===== config.mk =====
export PLATFORM = sky130hd
export DESIGN_NAME = chroma_mode_select8x8
export DESIGN_NICKNAME = d
export VERILOG_FILES = /design/src/rtl/chroma_mode_select8x8.sv
export SDC_FILE = /design/constraint.sdc
export NUM_CORES = 2
export LEC_CHECK = 0
export CORE_AREA = 2 2 616 618
export DETAILED_ROUTE_END_ITERATION = 12
export DIE_AREA = 0 0 618 620
export REMOVE_ABC_BUFFERS = 1
export SKIP_CTS_REPAIR_TIMING = 1
export SYNTH_ARGS = -nofsm -noshare
export SYNTH_HDL_FRONTEND = slang
export SYNTH_SLANG_ARGS = --single-unit
export TNS_END_PERCENT = 30

===== constraint.sdc =====
create_clock -name clk -period 8.1 [get_ports clk]
set_clock_uncertainty 0.2 [all_clocks]
set_input_delay 1.215 -clock clk [delete_from_list [all_inputs] [get_ports clk]]
set_output_delay 1.215 -clock clk [all_outputs]
set_load 0.05 [all_outputs]

===== src/rtl/chroma_mode_select8x8.sv =====
// 8x8 intra chroma mode decision: accumulates per-mode SAD over captured residual
// blocks one row per cycle and reports the lowest-cost mode with a start/done handshake.
module chroma_mode_select8x8 #(
  parameter int BLK   = 8,
  parameter int SAD_W = 14
) (
  input  logic                   clk,
  input  logic                   reset,
  input  logic                   start,
  input  logic [BLK*BLK*8-1:0]   vres,
  input  logic [BLK*BLK*8-1:0]   hres,
  input  logic [BLK*BLK*8-1:0]   dcres,
  output logic                   busy,
  output logic                   done,
  output logic [1:0]             mode,
  output logic [SAD_W-1:0]       best_sad,
  output logic [SAD_W-1:0]       sad_v,
  output logic [SAD_W-1:0]       sad_h,
  output logic [SAD_W-1:0]       sad_dc
);

  localparam int ROW_W = BLK * 8;
  localparam int BUF_W = BLK * BLK * 8;
  localparam int CNT_W = (BLK > 1) ? $clog2(BLK) : 1;

  localparam logic [1:0] MODE_DC = 2'd0;
  localparam logic [1:0] MODE_H  = 2'd1;
  localparam logic [1:0] MODE_V  = 2'd2;

  typedef enum logic [1:0] {
    ST_IDLE   = 2'd0,
    ST_ACCUM  = 2'd1,
    ST_DECIDE = 2'd2
  } state_t;

  state_t             state_q, state_d;
  logic [CNT_W-1:0]   row_cnt_q, row_cnt_d;
  logic [BUF_W-1:0]   vbuf_q, vbuf_d;
  logic [BUF_W-1:0]   hbuf_q, hbuf_d;
  logic [BUF_W-1:0]   dbuf_q, dbuf_d;
  logic [SAD_W-1:0]   acc_v_q, acc_v_d;
  logic [SAD_W-1:0]   acc_h_q, acc_h_d;
  logic [SAD_W-1:0]   acc_dc_q, acc_dc_d;
  logic               busy_q, busy_d;
  logic               done_q, done_d;
  logic [1:0]         mode_q, mode_d;
  logic [SAD_W-1:0]   best_sad_q, best_sad_d;
  logic [SAD_W-1:0]   sad_v_q, sad_v_d;
  logic [SAD_W-1:0]   sad_h_q, sad_h_d;
  logic [SAD_W-1:0]   sad_dc_q, sad_dc_d;

  logic [ROW_W-1:0]   vrow_s, hrow_s, drow_s;
  logic [1:0]         sel_mode_s;
  logic [SAD_W-1:0]   sel_sad_s;

  // -128 wraps back to 0x80, which read unsigned is the required 128.
  function automatic logic [7:0] abs8(input logic [7:0] r);
    logic [7:0] a;
    if (r[7]) begin
      a = 8'd0 - r;
    end else begin
      a = r;
    end
    return a;
  endfunction

  function automatic logic [SAD_W-1:0] row_sad(input logic [ROW_W-1:0] row);
    logic [SAD_W-1:0] acc;
    acc = '0;
    for (int i = 0; i < BLK; i++) begin
      acc = acc + SAD_W'(abs8(row[i*8 +: 8]));
    end
    return acc;
  endfunction

  always_comb begin
    vrow_s = vbuf_q[int'(row_cnt_q)*ROW_W +: ROW_W];
    hrow_s = hbuf_q[int'(row_cnt_q)*ROW_W +: ROW_W];
    drow_s = dbuf_q[int'(row_cnt_q)*ROW_W +: ROW_W];
  end

  // Strict minimum, ties favour DC, then horizontal, then vertical.
  always_comb begin
    sel_mode_s = MODE_V;
    sel_sad_s  = acc_v_q;
    if ((acc_dc_q <= acc_h_q) && (acc_dc_q <= acc_v_q)) begin
      sel_mode_s = MODE_DC;
      sel_sad_s  = acc_dc_q;
    end else if (acc_h_q <= acc_v_q) begin
      sel_mode_s = MODE_H;
      sel_sad_s  = acc_h_q;
    end else begin
      sel_mode_s = MODE_V;
      sel_sad_s  = acc_v_q;
    end
  end

  always_comb begin
    state_d    = state_q;
    row_cnt_d  = row_cnt_q;
    vbuf_d     = vbuf_q;
    hbuf_d     = hbuf_q;
    dbuf_d     = dbuf_q;
    acc_v_d    = acc_v_q;
    acc_h_d    = acc_h_q;
    acc_dc_d   = acc_dc_q;
    busy_d     = busy_q;
    done_d     = 1'b0;
    mode_d     = mode_q;
    best_sad_d = best_sad_q;
    sad_v_d    = sad_v_q;
    sad_h_d    = sad_h_q;
    sad_dc_d   = sad_dc_q;
    case (state_q)
      ST_IDLE: begin
        if (start) begin
          vbuf_d    = vres;
          hbuf_d    = hres;
          dbuf_d    = dcres;
          acc_v_d   = '0;
          acc_h_d   = '0;
          acc_dc_d  = '0;
          row_cnt_d = '0;
          busy_d    = 1'b1;
          state_d   = ST_ACCUM;
        end else begin
          state_d = ST_IDLE;
        end
      end
      ST_ACCUM: begin
        acc_v_d   = acc_v_q + row_sad(vrow_s);
        acc_h_d   = acc_h_q + row_sad(hrow_s);
        acc_dc_d  = acc_dc_q + row_sad(drow_s);
        row_cnt_d = row_cnt_q + CNT_W'(1);
        if (row_cnt_q == CNT_W'(BLK - 1)) begin
          state_d = ST_DECIDE;
        end else begin
          state_d = ST_ACCUM;
        end
      end
      ST_DECIDE: begin
        sad_v_d    = acc_v_q;
        sad_h_d    = acc_h_q;
        sad_dc_d   = acc_dc_q;
        mode_d     = sel_mode_s;
        best_sad_d = sel_sad_s;
        done_d     = 1'b1;
        busy_d     = 1'b0;
        state_d    = ST_IDLE;
      end
      default: begin
        busy_d  = 1'b0;
        state_d = ST_IDLE;
      end
    endcase
  end

  always_ff @(posedge clk or negedge reset) begin
    if (!reset) begin
      state_q    <= ST_IDLE;
      row_cnt_q  <= '0;
      vbuf_q     <= '0;
      hbuf_q     <= '0;
      dbuf_q     <= '0;
      acc_v_q    <= '0;
      acc_h_q    <= '0;
      acc_dc_q   <= '0;
      busy_q     <= 1'b0;
      done_q     <= 1'b0;
      mode_q     <= MODE_DC;
      best_sad_q <= '0;
      sad_v_q    <= '0;
      sad_h_q    <= '0;
      sad_dc_q   <= '0;
    end else begin
      state_q    <= state_d;
      row_cnt_q  <= row_cnt_d;
      vbuf_q     <= vbuf_d;
      hbuf_q     <= hbuf_d;
      dbuf_q     <= dbuf_d;
      acc_v_q    <= acc_v_d;
      acc_h_q    <= acc_h_d;
      acc_dc_q   <= acc_dc_d;
      busy_q     <= busy_d;
      done_q     <= done_d;
      mode_q     <= mode_d;
      best_sad_q <= best_sad_d;
      sad_v_q    <= sad_v_d;
      sad_h_q    <= sad_h_d;
      sad_dc_q   <= sad_dc_d;
    end
  end

  assign busy     = busy_q;
  assign done     = done_q;
  assign mode     = mode_q;
  assign best_sad = best_sad_q;
  assign sad_v    = sad_v_q;
  assign sad_h    = sad_h_q;
  assign sad_dc   = sad_dc_q;

endmodule


==> flow_summary.json <==
{
  "outcome": "completed",
  "cts_max_level": 4,
  "num_vias": 68300,
  "die_area_um2": 383000,
  "die_y_um": 620,
  "clkLatencyLatePin_ns": 0.88,
  "cp_top_family": "adder cells",
  "placed_cells": 14900,
  "finalCriticalPeriod_ns": 7.41,
  "setup.reg_to_reg.worst_slack_ns": 0.69,
  "globalRouteMet3Util": 0.0498,
  "slew-limit-headroom": 0.156,
  "use_met1": 0.242,
  "final.fill_count": 39600,
  "worst_r2r_endpoint": "acc_h_q[12]$_DFFE_PN0P_",
  "critical_path.startpoint_type": "flip-flop",
  "buffer_ports.inserted": 1598,
  "worstHoldPathCells": 2,
  "first_global_vias": 68900,
  "critPathMostFrequentCell": "sky130_fd_sc_hd__fa_1",
  "hold_end": "hbuf_q[150]$_DFFE_PN0P_",
  "routed_wire_length_per_instance_um": 24.6,
  "fin_crit_sh": 0.914,
  "final_cells": 15400,
  "synth_seq_cells": 1643,
  "cp_num_buf_inv": 4,
  "depth_of_the_worst_register_to_register_path": 20,
  "antenna_violations_before_repair": 131,
  "placer_s_final_routability_congestion_estimate": 0.917,
  "ioPinCount": 1599,
  "critical_path_depth": 20,
  "yosysWarningCount": 0,
  "floorplan.die.width_um": 618,
  "final.setup.tns_ns": 0,
  "synthesis.area_um2": 82000,
  "worstHoldStart": "hbuf_q[150]$_DFFE_PN0P_",
  "initial_core_util": 0.218,
  "timing.setup.critical_path_class": "flip-flop to flip-flop",
  "netlist_instances": 8644,
  "grt-busiest-layer": "met2",
  "hold_class": "flip-flop to flip-flop",
  "synth.distinct_cells": 59,
  "rsz_0062_raised_after_global_routing": "false",
  "global_route_total_overflow": 0,
  "critical_path.cell_chain": "buf_12, buf_4, mux4_2, mux2i_1, and3_1, nor2_1, xnor2_1, fa_1, fa_1, fa_1, inv_1, fa_1, inv_1, fa_1, a21o_1, a21oi_1, o21ai_0, a31oi_1, o21ai_0, mux2i_1",
  "grt_start_max_net_pins": 212,
  "cts_tree": "yes",
  "critical_path.max_fanout": 18,
  "area.growth.synth_to_final_pct": 35.0,
  "design.final.nets": 11900,
  "critical_path.slowest_cell": "sky130_fd_sc_hd__xnor2_1",
  "synth_edf_count": 0,
  "tritoncts_num_sinks": 1643,
  "max_freq_ghz": 0.135,
  "syn-mean-instance-area_um2": 9.49,
  "synth-main-ff-cell": "sky130_fd_sc_hd__dfrtp_1",
  "cts_root_buf": "sky130_fd_sc_hd__clkbuf_16",
  "cpPeakStageDelay_ns": 0.66,
  "reg2reg_from": "row_cnt_q[0]$_DFFE_PN0P_",
  "post_drt_via_cell_ratio": 4.44,
  "drt-total-wl_mm": 378,
  "drv.max_cap_violation_count": 0,
  "globalRouteMet2Util": 0.300,
  "ys_seq_area_frac": 0.501,
  "final_max_slew_viol_count": 0,
  "number_of_buffers_between_clock_root_and_the_deepest_sink": 4,
  "setup_viol": 0,
  "fraction_of_layout_instances_using_a_drive_strength_above_1": 0.0920,
  "worst-slew-pin-transition_ns": 1.23,
  "finalHoldViolations": 0,
  "clk_transition_reported_paths_ns": 0.06,
  "critPathCaptureType": "flip-flop",
  "dr.first_iter.drc_count": 6467,
  "remaining_number_of_nets_flagged_by_the_antenna_check_after_routing": 0,
  "drc_errors": 0,
  "drt_first_pass_iters": 5,
  "worst_ep_arrival_time_ns": 7.95,
  "grt_pass1_wl_mm": 521,
  "globalRouteTotalUtil": 0.191,
  "async_flop_share": 1.00,
  "design.core.area_um2": 377000,
  "core.rowCount": 226,
  "cts_buffers": 197,
  "place_hpwl_mm": 299,
  "cp_data_required_time_ns": 8.65
}
==> cells in the final DEF (no fill, tap or decap), types with 99 or more instances in the layout <==
cell type,netlist,layout
sky130_fd_sc_hd__nand2_1,4732,4731
sky130_fd_sc_hd__clkdlybuf4s50_1,0,1597
sky130_fd_sc_hd__clkbuf_16,0,199
sky130_fd_sc_hd__ha_1,119,119
sky130_fd_sc_hd__inv_1,273,273
sky130_fd_sc_hd__xor2_1,99,99
sky130_fd_sc_hd__dfrtp_1,1643,1640
sky130_fd_sc_hd__fa_1,165,165
sky130_fd_sc_hd__a21oi_1,104,104
sky130_fd_sc_hd__mux2i_1,143,140
sky130_fd_sc_hd__buf_4,19,119
sky130_fd_sc_hd__mux4_2,383,383
==> stage by stage <==
| stage | utilization | setup slack [ns] | instance area (um2) | hold WS, ns |
|---|---|---|---|---|
| global placement | 0.275 | 0.772 | 104000 | 0.251 |
| floorplan | - | -19.22 | 79900 | 0.237 |
| global route | 0.293 | 0.356 | 111000 | 0.288 |
| finish | 0.294 | 0.695 | 111000 | 0.266 |
| detailed placement | 0.275 | 0.762 | 104000 | 0.257 |
| CTS | 0.293 | 0.693 | 111000 | -0.104 |
==> kinds of logic (layout without fill, tap and decap cells) <==
family,Yosys count,in the layout,synth area share
AOI/OAI and AO/OA,288,288,0.0221
adders and majority gates,284,284,0.0584
xor gates and xnor gates,139,139,0.0148
DFF,1643,1643,0.501
muxes,595,595,0.134
buffers and inverters,746,2380,0.0387
and+or+nand+nor,4949,4949,0.231
other,0,73,0
==> sequential cells by signal, indices dropped and copies added, names as in the netlist, 14 cells and up <==
name	cells
best_sad	14
acc_dc_q	14
acc_h_q	14
sad_h	14
hbuf_q	512
vbuf_q	512
acc_v_q	14
sad_dc	14
dbuf_q	512
sad_v	14
==> cell usage after synthesis, types with 34 or more instances <==
cell type	instances	area share
sky130_fd_sc_hd__a21oi_1	104	0.0063
sky130_fd_sc_hd__buf_2	34	0.0021
sky130_fd_sc_hd__clkbuf_1	359	0.016
sky130_fd_sc_hd__dfrtp_1	1643	0.50
sky130_fd_sc_hd__fa_1	165	0.040
sky130_fd_sc_hd__ha_1	119	0.018
sky130_fd_sc_hd__inv_1	273	0.012
sky130_fd_sc_hd__mux2i_1	143	0.017
sky130_fd_sc_hd__mux4_2	383	0.11
sky130_fd_sc_hd__nand2_1	4732	0.22
sky130_fd_sc_hd__nor2_1	94	0.0043
sky130_fd_sc_hd__o21ai_0	62	0.0038
sky130_fd_sc_hd__xnor2_1	40	0.0043
sky130_fd_sc_hd__xor2_1	99	0.011
==> worst max path at each step <==
| stage | end | start | slack [ns] |
|---|---|---|---|
| CTS | acc_h_q[12]$_DFFE_PN0P_ | row_cnt_q[0]$_DFFE_PN0P_ | 0.69 |
| global route | acc_h_q[11]$_DFFE_PN0P_ | row_cnt_q[0]$_DFFE_PN0P_ | 0.36 |
| floorplan | busy$_DFFE_PN0P_ | start | -19.22 |
| detailed placement | acc_h_q[12]$_DFFE_PN0P_ | row_cnt_q[0]$_DFFE_PN0P_ | 0.76 |
| global placement | acc_h_q[12]$_DFFE_PN0P_ | row_cnt_q[0]$_DFFE_PN0P_ | 0.77 |
| finish | acc_h_q[12]$_DFFE_PN0P_ | row_cnt_q[0]$_DFFE_PN0P_ | 0.69 |
==> area by class of cell <==
type                       count  area (um2)  area share
antenna                       73         183     0.00165
multi-input combinational   6255       37800       0.342
clock buffer                 277        5710      0.0516
tap                         5016        6280      0.0567
clock inverter                80        1030     0.00934
timing repair buffer        1750       17600       0.159
inverter                     273        1020     0.00925
sequential                  1643       41100       0.371
==> worst min-delay path: cells and delay by family, from the launching register on <==
family,cells,cell delay (ns)
DFF,1,0.33
and+or+nand+nor,2,0.10
==> per-layer routing <==
metal  vias to the layer above  wire (um)
li1                      30700          -
met1                     34200     155000
met2                      2668     172000
met3                       656      30300
met4                        66      20700
met5                         -        405
Power is not shown: default switching activity piles up to over one toggle a cycle in this logic, so the estimate is an artifact.
